===== src/rtl/spi_minion_array.sv =====
// Array of mode-0 SPI minion channels with one-entry rx/tx buffers, round-robin merge of received
// packets onto a single val/rdy stream, and sticky overflow / framing-error flags per channel.
module spi_minion_array #(
  parameter int unsigned NUM_MINIONS = 3,
  parameter int unsigned PACKET_BITS = 32,
  parameter int unsigned CHAN_BITS   = (NUM_MINIONS > 1) ? $clog2(NUM_MINIONS) : 1
) (
  input  logic                   clk_i,
  input  logic                   rst_ni,
  input  logic [NUM_MINIONS-1:0] minion_cs_i,
  input  logic [NUM_MINIONS-1:0] minion_sclk_i,
  input  logic [NUM_MINIONS-1:0] minion_mosi_i,
  output logic [NUM_MINIONS-1:0] minion_miso_o,
  output logic [NUM_MINIONS-1:0] minion_parity_o,
  output logic [NUM_MINIONS-1:0] frame_err_o,
  output logic [PACKET_BITS-1:0] recv_msg_o,
  output logic [CHAN_BITS-1:0]   recv_chan_o,
  output logic                   recv_val_o,
  input  logic                   recv_rdy_i,
  input  logic [PACKET_BITS-1:0] send_msg_i,
  input  logic [CHAN_BITS-1:0]   send_chan_i,
  input  logic                   send_val_i,
  output logic                   send_rdy_o,
  input  logic                   clear_flags_i
);

  localparam int unsigned CntW = $clog2(PACKET_BITS + 2);
  localparam logic [CntW-1:0] CntFull = CntW'(PACKET_BITS);
  localparam logic [CntW-1:0] CntSat  = CntW'(PACKET_BITS + 1);

  typedef enum logic {StIdle, StShift} st_e;

  // Two-stage synchronisers; the *_s3 copies hold the previous synchronised value for edge detect.
  logic [NUM_MINIONS-1:0] cs_s1_q, cs_s2_q, cs_s3_q;
  logic [NUM_MINIONS-1:0] sclk_s1_q, sclk_s2_q, sclk_s3_q;
  logic [NUM_MINIONS-1:0] mosi_s1_q, mosi_s2_q;
  logic [NUM_MINIONS-1:0] cs_fall, cs_rise, sclk_rise, sclk_fall;

  st_e                    st_q       [NUM_MINIONS];
  st_e                    st_d       [NUM_MINIONS];
  logic [CntW-1:0]        cnt_q      [NUM_MINIONS];
  logic [CntW-1:0]        cnt_d      [NUM_MINIONS];
  logic [PACKET_BITS-1:0] rx_shift_q [NUM_MINIONS];
  logic [PACKET_BITS-1:0] rx_shift_d [NUM_MINIONS];
  logic [PACKET_BITS-1:0] tx_shift_q [NUM_MINIONS];
  logic [PACKET_BITS-1:0] tx_shift_d [NUM_MINIONS];
  logic [PACKET_BITS-1:0] rx_buf_q   [NUM_MINIONS];
  logic [PACKET_BITS-1:0] rx_buf_d   [NUM_MINIONS];
  logic [PACKET_BITS-1:0] tx_buf_q   [NUM_MINIONS];
  logic [PACKET_BITS-1:0] tx_buf_d   [NUM_MINIONS];
  logic [NUM_MINIONS-1:0] rx_full_q, rx_full_d, tx_full_q, tx_full_d;
  logic [NUM_MINIONS-1:0] parity_q, parity_d, frame_q, frame_d;
  logic [NUM_MINIONS-1:0] deq, par_set, fe_set;

  logic [PACKET_BITS-1:0] recv_msg_q, recv_msg_d;
  logic [CHAN_BITS-1:0]   recv_chan_q, recv_chan_d, rr_q, rr_d;
  logic                   recv_val_q, recv_val_d;
  logic                   arb_go, found;

  assign cs_fall   = cs_s3_q & ~cs_s2_q;
  assign cs_rise   = ~cs_s3_q & cs_s2_q;
  assign sclk_rise = ~sclk_s3_q & sclk_s2_q;
  assign sclk_fall = sclk_s3_q & ~sclk_s2_q;

  always_comb begin
    recv_msg_d  = recv_msg_q;
    recv_chan_d = recv_chan_q;
    recv_val_d  = recv_val_q;
    rr_d        = rr_q;
    deq         = '0;
    found       = 1'b0;
    arb_go      = !recv_val_q || recv_rdy_i;

    // First full channel at or after the round-robin pointer, wrapping.
    if (arb_go) begin
      for (int k = 0; k < int'(NUM_MINIONS); k++) begin
        for (int c = 0; c < int'(NUM_MINIONS); c++) begin
          if (!found && ((int'(rr_q) + k) % int'(NUM_MINIONS) == c) && rx_full_q[c]) begin
            found       = 1'b1;
            deq[c]      = 1'b1;
            recv_msg_d  = rx_buf_q[c];
            recv_chan_d = CHAN_BITS'(c);
            rr_d        = CHAN_BITS'((c + 1) % int'(NUM_MINIONS));
          end
        end
      end
      recv_val_d = found;
    end
  end

  always_comb begin
    par_set = '0;
    fe_set  = '0;
    for (int c = 0; c < int'(NUM_MINIONS); c++) begin
      st_d[c]       = st_q[c];
      cnt_d[c]      = cnt_q[c];
      rx_shift_d[c] = rx_shift_q[c];
      tx_shift_d[c] = tx_shift_q[c];
      rx_buf_d[c]   = rx_buf_q[c];
      tx_buf_d[c]   = tx_buf_q[c];
      rx_full_d[c]  = rx_full_q[c] & ~deq[c];
      tx_full_d[c]  = tx_full_q[c];

      unique case (st_q[c])
        StIdle: begin
          if (cs_fall[c]) begin
            st_d[c]  = StShift;
            cnt_d[c] = '0;
            if (tx_full_q[c]) begin
              tx_shift_d[c] = tx_buf_q[c];
              tx_full_d[c]  = 1'b0;
            end else begin
              tx_shift_d[c] = '0;
            end
          end
        end
        StShift: begin
          if (cs_rise[c]) begin
            st_d[c] = StIdle;
            if (cnt_q[c] == CntFull) begin
              // A same-cycle dequeue frees the buffer, so this is not an overflow.
              if (rx_full_q[c] && !deq[c]) begin
                par_set[c] = 1'b1;
              end else begin
                rx_buf_d[c]  = rx_shift_q[c];
                rx_full_d[c] = 1'b1;
              end
            end else begin
              fe_set[c] = 1'b1;
            end
          end else begin
            if (sclk_rise[c]) begin
              rx_shift_d[c] = {rx_shift_q[c][PACKET_BITS-2:0], mosi_s2_q[c]};
              if (cnt_q[c] != CntSat) cnt_d[c] = cnt_q[c] + 1'b1;
            end
            if (sclk_fall[c]) tx_shift_d[c] = tx_shift_q[c] << 1;
          end
        end
        default: st_d[c] = StIdle;
      endcase

      // Checked against the registered tx_full so a write racing cs falling waits a transaction.
      if (send_val_i && (send_chan_i == CHAN_BITS'(c)) && !tx_full_q[c]) begin
        tx_buf_d[c]  = send_msg_i;
        tx_full_d[c] = 1'b1;
      end

      parity_d[c] = clear_flags_i ? 1'b0 : (parity_q[c] | par_set[c]);
      frame_d[c]  = clear_flags_i ? 1'b0 : (frame_q[c] | fe_set[c]);
    end
  end

  always_comb begin
    send_rdy_o = 1'b0;
    for (int c = 0; c < int'(NUM_MINIONS); c++) begin
      if (send_chan_i == CHAN_BITS'(c)) send_rdy_o = !tx_full_q[c];
      minion_miso_o[c] = (st_q[c] == StShift) && tx_shift_q[c][PACKET_BITS-1];
    end
  end

  always_ff @(posedge clk_i or negedge rst_ni) begin
    if (!rst_ni) begin
      cs_s1_q     <= '0;
      cs_s2_q     <= '0;
      cs_s3_q     <= '0;
      sclk_s1_q   <= '0;
      sclk_s2_q   <= '0;
      sclk_s3_q   <= '0;
      mosi_s1_q   <= '0;
      mosi_s2_q   <= '0;
      rx_full_q   <= '0;
      tx_full_q   <= '0;
      parity_q    <= '0;
      frame_q     <= '0;
      recv_msg_q  <= '0;
      recv_chan_q <= '0;
      recv_val_q  <= 1'b0;
      rr_q        <= '0;
      for (int c = 0; c < int'(NUM_MINIONS); c++) begin
        st_q[c]       <= StIdle;
        cnt_q[c]      <= '0;
        rx_shift_q[c] <= '0;
        tx_shift_q[c] <= '0;
        rx_buf_q[c]   <= '0;
        tx_buf_q[c]   <= '0;
      end
    end else begin
      cs_s1_q     <= minion_cs_i;
      cs_s2_q     <= cs_s1_q;
      cs_s3_q     <= cs_s2_q;
      sclk_s1_q   <= minion_sclk_i;
      sclk_s2_q   <= sclk_s1_q;
      sclk_s3_q   <= sclk_s2_q;
      mosi_s1_q   <= minion_mosi_i;
      mosi_s2_q   <= mosi_s1_q;
      rx_full_q   <= rx_full_d;
      tx_full_q   <= tx_full_d;
      parity_q    <= parity_d;
      frame_q     <= frame_d;
      recv_msg_q  <= recv_msg_d;
      recv_chan_q <= recv_chan_d;
      recv_val_q  <= recv_val_d;
      rr_q        <= rr_d;
      for (int c = 0; c < int'(NUM_MINIONS); c++) begin
        st_q[c]       <= st_d[c];
        cnt_q[c]      <= cnt_d[c];
        rx_shift_q[c] <= rx_shift_d[c];
        tx_shift_q[c] <= tx_shift_d[c];
        rx_buf_q[c]   <= rx_buf_d[c];
        tx_buf_q[c]   <= tx_buf_d[c];
      end
    end
  end

  assign minion_parity_o = parity_q;
  assign frame_err_o     = frame_q;
  assign recv_msg_o      = recv_msg_q;
  assign recv_chan_o     = recv_chan_q;
  assign recv_val_o      = recv_val_q;

endmodule


===== config.mk =====
export PLATFORM = sky130hd
export DESIGN_NAME = spi_minion_array
export DESIGN_NICKNAME = d
export VERILOG_FILES = /design/src/rtl/spi_minion_array.sv
export SDC_FILE = /design/constraint.sdc
export NUM_CORES = 1
export LEC_CHECK = 0
export BUFFER_PORTS_ARGS = -buffer_cell sky130_fd_sc_hd__buf_4
export CORE_ASPECT_RATIO = 1.1
export CORE_UTILIZATION = 55
export CTS_CLUSTER_DIAMETER = 200
export DETAILED_ROUTE_END_ITERATION = 10
export PLACE_DENSITY = 0.84
export RECOVER_POWER = 25
export SYNTH_ARGS = -nofsm -noshare
export SYNTH_HDL_FRONTEND = slang
export SYNTH_SLANG_ARGS = --single-unit

===== constraint.sdc =====
create_clock -name clk_i -period 1.95 [get_ports clk_i]
set_input_delay 0.195 -clock clk_i [delete_from_list [all_inputs] [get_ports clk_i]]
set_output_delay 0.195 -clock clk_i [all_outputs]
set_load 0.01 [all_outputs]

==> metrics.yaml <==
firstDrtPassIters: 7
regToRegSetupSlack_ns: -0.21
ys_top_cells_by_area: "dfrtp_1 (61%), mux2_2 (12%), mux2_4 (6.3%), a22oi_1 (3.6%), o21ai_0 (2.7%)"
min_path_cells: 3
gp_congestion: 0.802
n_antenna_cell: 0
drt-total-wl_um: 49700
startpoint_type: "register"
timing.hold.ws_ns: 0.0358
reg2reg_depth: 8
worst_slew_pin_slew_ns: 1.13
clockBufferDepth: 3
grt_pass1_vias: 13800
fin_ws_ns: -0.209
yosysTopAreaCellShare_pct: 60.7
antenna_found_initial: 0
async_flop_share_pct: 100
holdPathEnd: "tx_full_q[0]"
cts_root_buf: "clkbuf_16"
place_hpwl_um: 27000
avgSynthCellArea_um2: 13.5
track_usage_pct: 26.5
core_um2: 35200
multi_input_area_um2: 7910
fin_cells: 2180
drv_slew: 0
grt_pass1_wl_um: 75900
routedWlPerCell_um: 22.8
cts_max_level: 2
routed_via_density: 5.95
post-route-period-util_pct: 111
fmax_mhz: 463
powerDensity_nw_per_um2: 1130
yosysUniqueCellTypes: 60
rr_endpoint: "rx_buf_q[10]"
max_cap_violations: 0
layout-drive-gt1-share_pct: 39.6
initial_core_util_pct: 55.8
post-route-util_pct: 69.9
die_y_um: 200
area_delta_synth_final_pct: 25.3
synth_edf_count: 0
syn-instance-count: 1455
hold_class: "input port to register"
fin_setup_tns_ns: -14.13
synth_ff_type: "dfrtp_1"
cp_slowest_cell: "dfrtp_1"
yosys_warnings: 0
post_synth_instance_area_um2: 19700
worstPathRequired_ns: 2.40
yosysSeqAreaShare_pct: 60.7
reg2reg_from: "rr_q[0]"
path_class: "register to register"
slew_headroom_pct: 24.4
worstPathMaxFanout: 7
grt_overflow: 0
critical_path.max_stage_delay_ns: 0.42
synth_nets: 1514
min_period_ns: 2.16
ant_nets: 0
arrival_ns: 2.61
peakVddDrop_mv: 0.946
dp.cells: 2006
endpoint_kind: "register"
rsz0062_at_grt: "true"
rows: 72
violations: "setup timing"
finish.net_count: 1724
finalPower_mw: 27.9
clock_skew_ns: 0.0310
p_leak_nw: 11.2
dieArea_um2: 36500
numClockSinks: 477
die_w_um: 182
path_clk_slew_ns: 0.06
grt_max_degree: 79
finalSetupViolCount: 129
hold_viol: 0
status: "complete, but fails checks"
min-delay-start: "send_chan_i[0]"
path_cells: "ha_4 > nand2_1 > a31oi_4 > o21ai_2 > nor2b_4 > buf_6 > buf_16 > mux2_4"
ios: 93
drc_errors: 0
insertion_delay_ns: 0.57
synth_area_leader_cell: "dfrtp_1"
ys_ff_latch: 477
via_count: 13000
drt_iter0_markers: 764
numCtsBuffers: 47
port_buffers: 92
fillCellCount: 2153
cts_tree: "built"
register_area_um2: 11900
worst max-delay path by stage:
stage | depth (start not counted) | slack (ns) | from | endpoint
after detailed placement | 7 | -0.44 | recv_chan_o[0] | recv_msg_o[30]
after global routing | 9 | -0.25 | recv_chan_o[0] | rx_buf_q[10]
final | 8 | -0.21 | rr_q[0] | rx_buf_q[10]
after floorplan | 10 | -0.12 | recv_chan_o[0] | rx_buf_q[10]
after global placement | 7 | -0.28 | recv_chan_o[0] | recv_msg_o[0]
after CTS | 9 | -0.17 | recv_chan_o[0] | rx_buf_q[29]
kinds of logic after synthesis:
group / Yosys count / share of synthesized area (%)
and+or+nand+nor: 240 / 5.73
AOI/OAI and AO/OA: 314 / 11.1
xor gates and xnor gates: 8 / 0.356
muxes: 290 / 18.2
DFF: 477 / 60.7
adders and majority gates: 13 / 0.802
buffers and inverters: 113 / 3.12
sequential cells by signal, summed over array words and instances (netlist names):
register         cells
recv_chan_o          2
sclk_s2_q            3
rx_buf_q            96
mosi_s2_q            3
recv_msg_o          32
rx_full_q            3
mosi_s1_q            3
st_q                 3
tx_buf_q            96
cnt_q               18
minion_parity_o      3
cs_s2_q              3
cs_s1_q              3
sclk_s3_q            3
sclk_s1_q            3
recv_val_o           1
tx_shift_q          96
rx_shift_q          96
rr_q                 1
tx_full_q            3
cs_s3_q              3
frame_err_o          3
layout make-up:
cell class | count | area share [%]
clock buffer | 70 | 5.62
clock inverter | 13 | 0.559
inverter | 17 | 0.259
multi-input combinational | 866 | 32.1
sequential | 477 | 48.5
tap | 481 | 2.44
timing repair buffer | 256 | 10.5
cells in the final DEF, fill, tap and decap left out, types with 14 or more instances in the layout:
master	netlist	final
buf_6	7	22
o2bb2ai_1	31	15
clkbuf_16	0	52
dfrtp_1	477	476
nand2_1	127	127
a22oi_1	93	93
o21ai_0	106	104
clkbuf_1	49	15
buf_4	11	141
mux2_2	207	195
o2bb2ai_2	0	16
mux2_4	83	95
dlygate4sd3_1	0	43
nor2_1	50	47
a221oi_4	0	14
buf_12	0	23
a221oi_2	0	17
routing by layer:
layer | vias to the layer above | routed length (um) | GRT usage (%)
li1 | 5671 | - | -
met1 | 6757 | 19500 | 32.5
met2 | 406 | 25800 | 46.8
met4 | 0 | 2120 | 9.39
met3 | 134 | 2240 | 4.64
met5 | - | 0 | 0
metrics by stage:
stage               instance area, um^2  setup WS, ns
floorplan                         19800        -0.121
global placement                  21500        -0.278
detailed placement                21500        -0.440
CTS                               24100        -0.166
global route                      24600        -0.249
finish                            24600        -0.209
cells in the mapped netlist (all sizes together) (7+ instances only):
cell,n
dfrtp,477
mux2,290
nand2,127
o21ai,113
a22oi,93
nor2,51
clkbuf,49
buf,47
a221oi,31
o2bb2ai,31
inv,15
ha,11
nor2b,11
o211ai,11
a21oi,8
xor2,8
and3,7
nand2b,7
critical path, delay by kind of cell (launching register included):
family	cells	cell delay [ns]
AOI/OAI and AO/OA	2	0.29
adders and majority gates	1	0.27
buffers and inverters	2	0.31
DFF	1	0.42
muxes	1	0.33
and+or+nand+nor	2	0.44
power by group:
part	leakage, nW	switching, mW	internal [mW]
sequential	6.24	1.35	12.0
clock	0.741	3.82	5.07
combinational	4.22	2.74	2.92
total	11.2	7.91	20.0
repair_timing:
action / CTS / global route
pin swaps: 28 / 33
buffers inserted: 22 / 19
endpoints found under the hold margin: 537 / 0
hold buffers: 43 / 0
endpoints found under the setup margin: 133 / 134
resized for setup: 49 / 80
cloned: 10 / 6
Note: power is estimated with default switching activity, not from simulation.
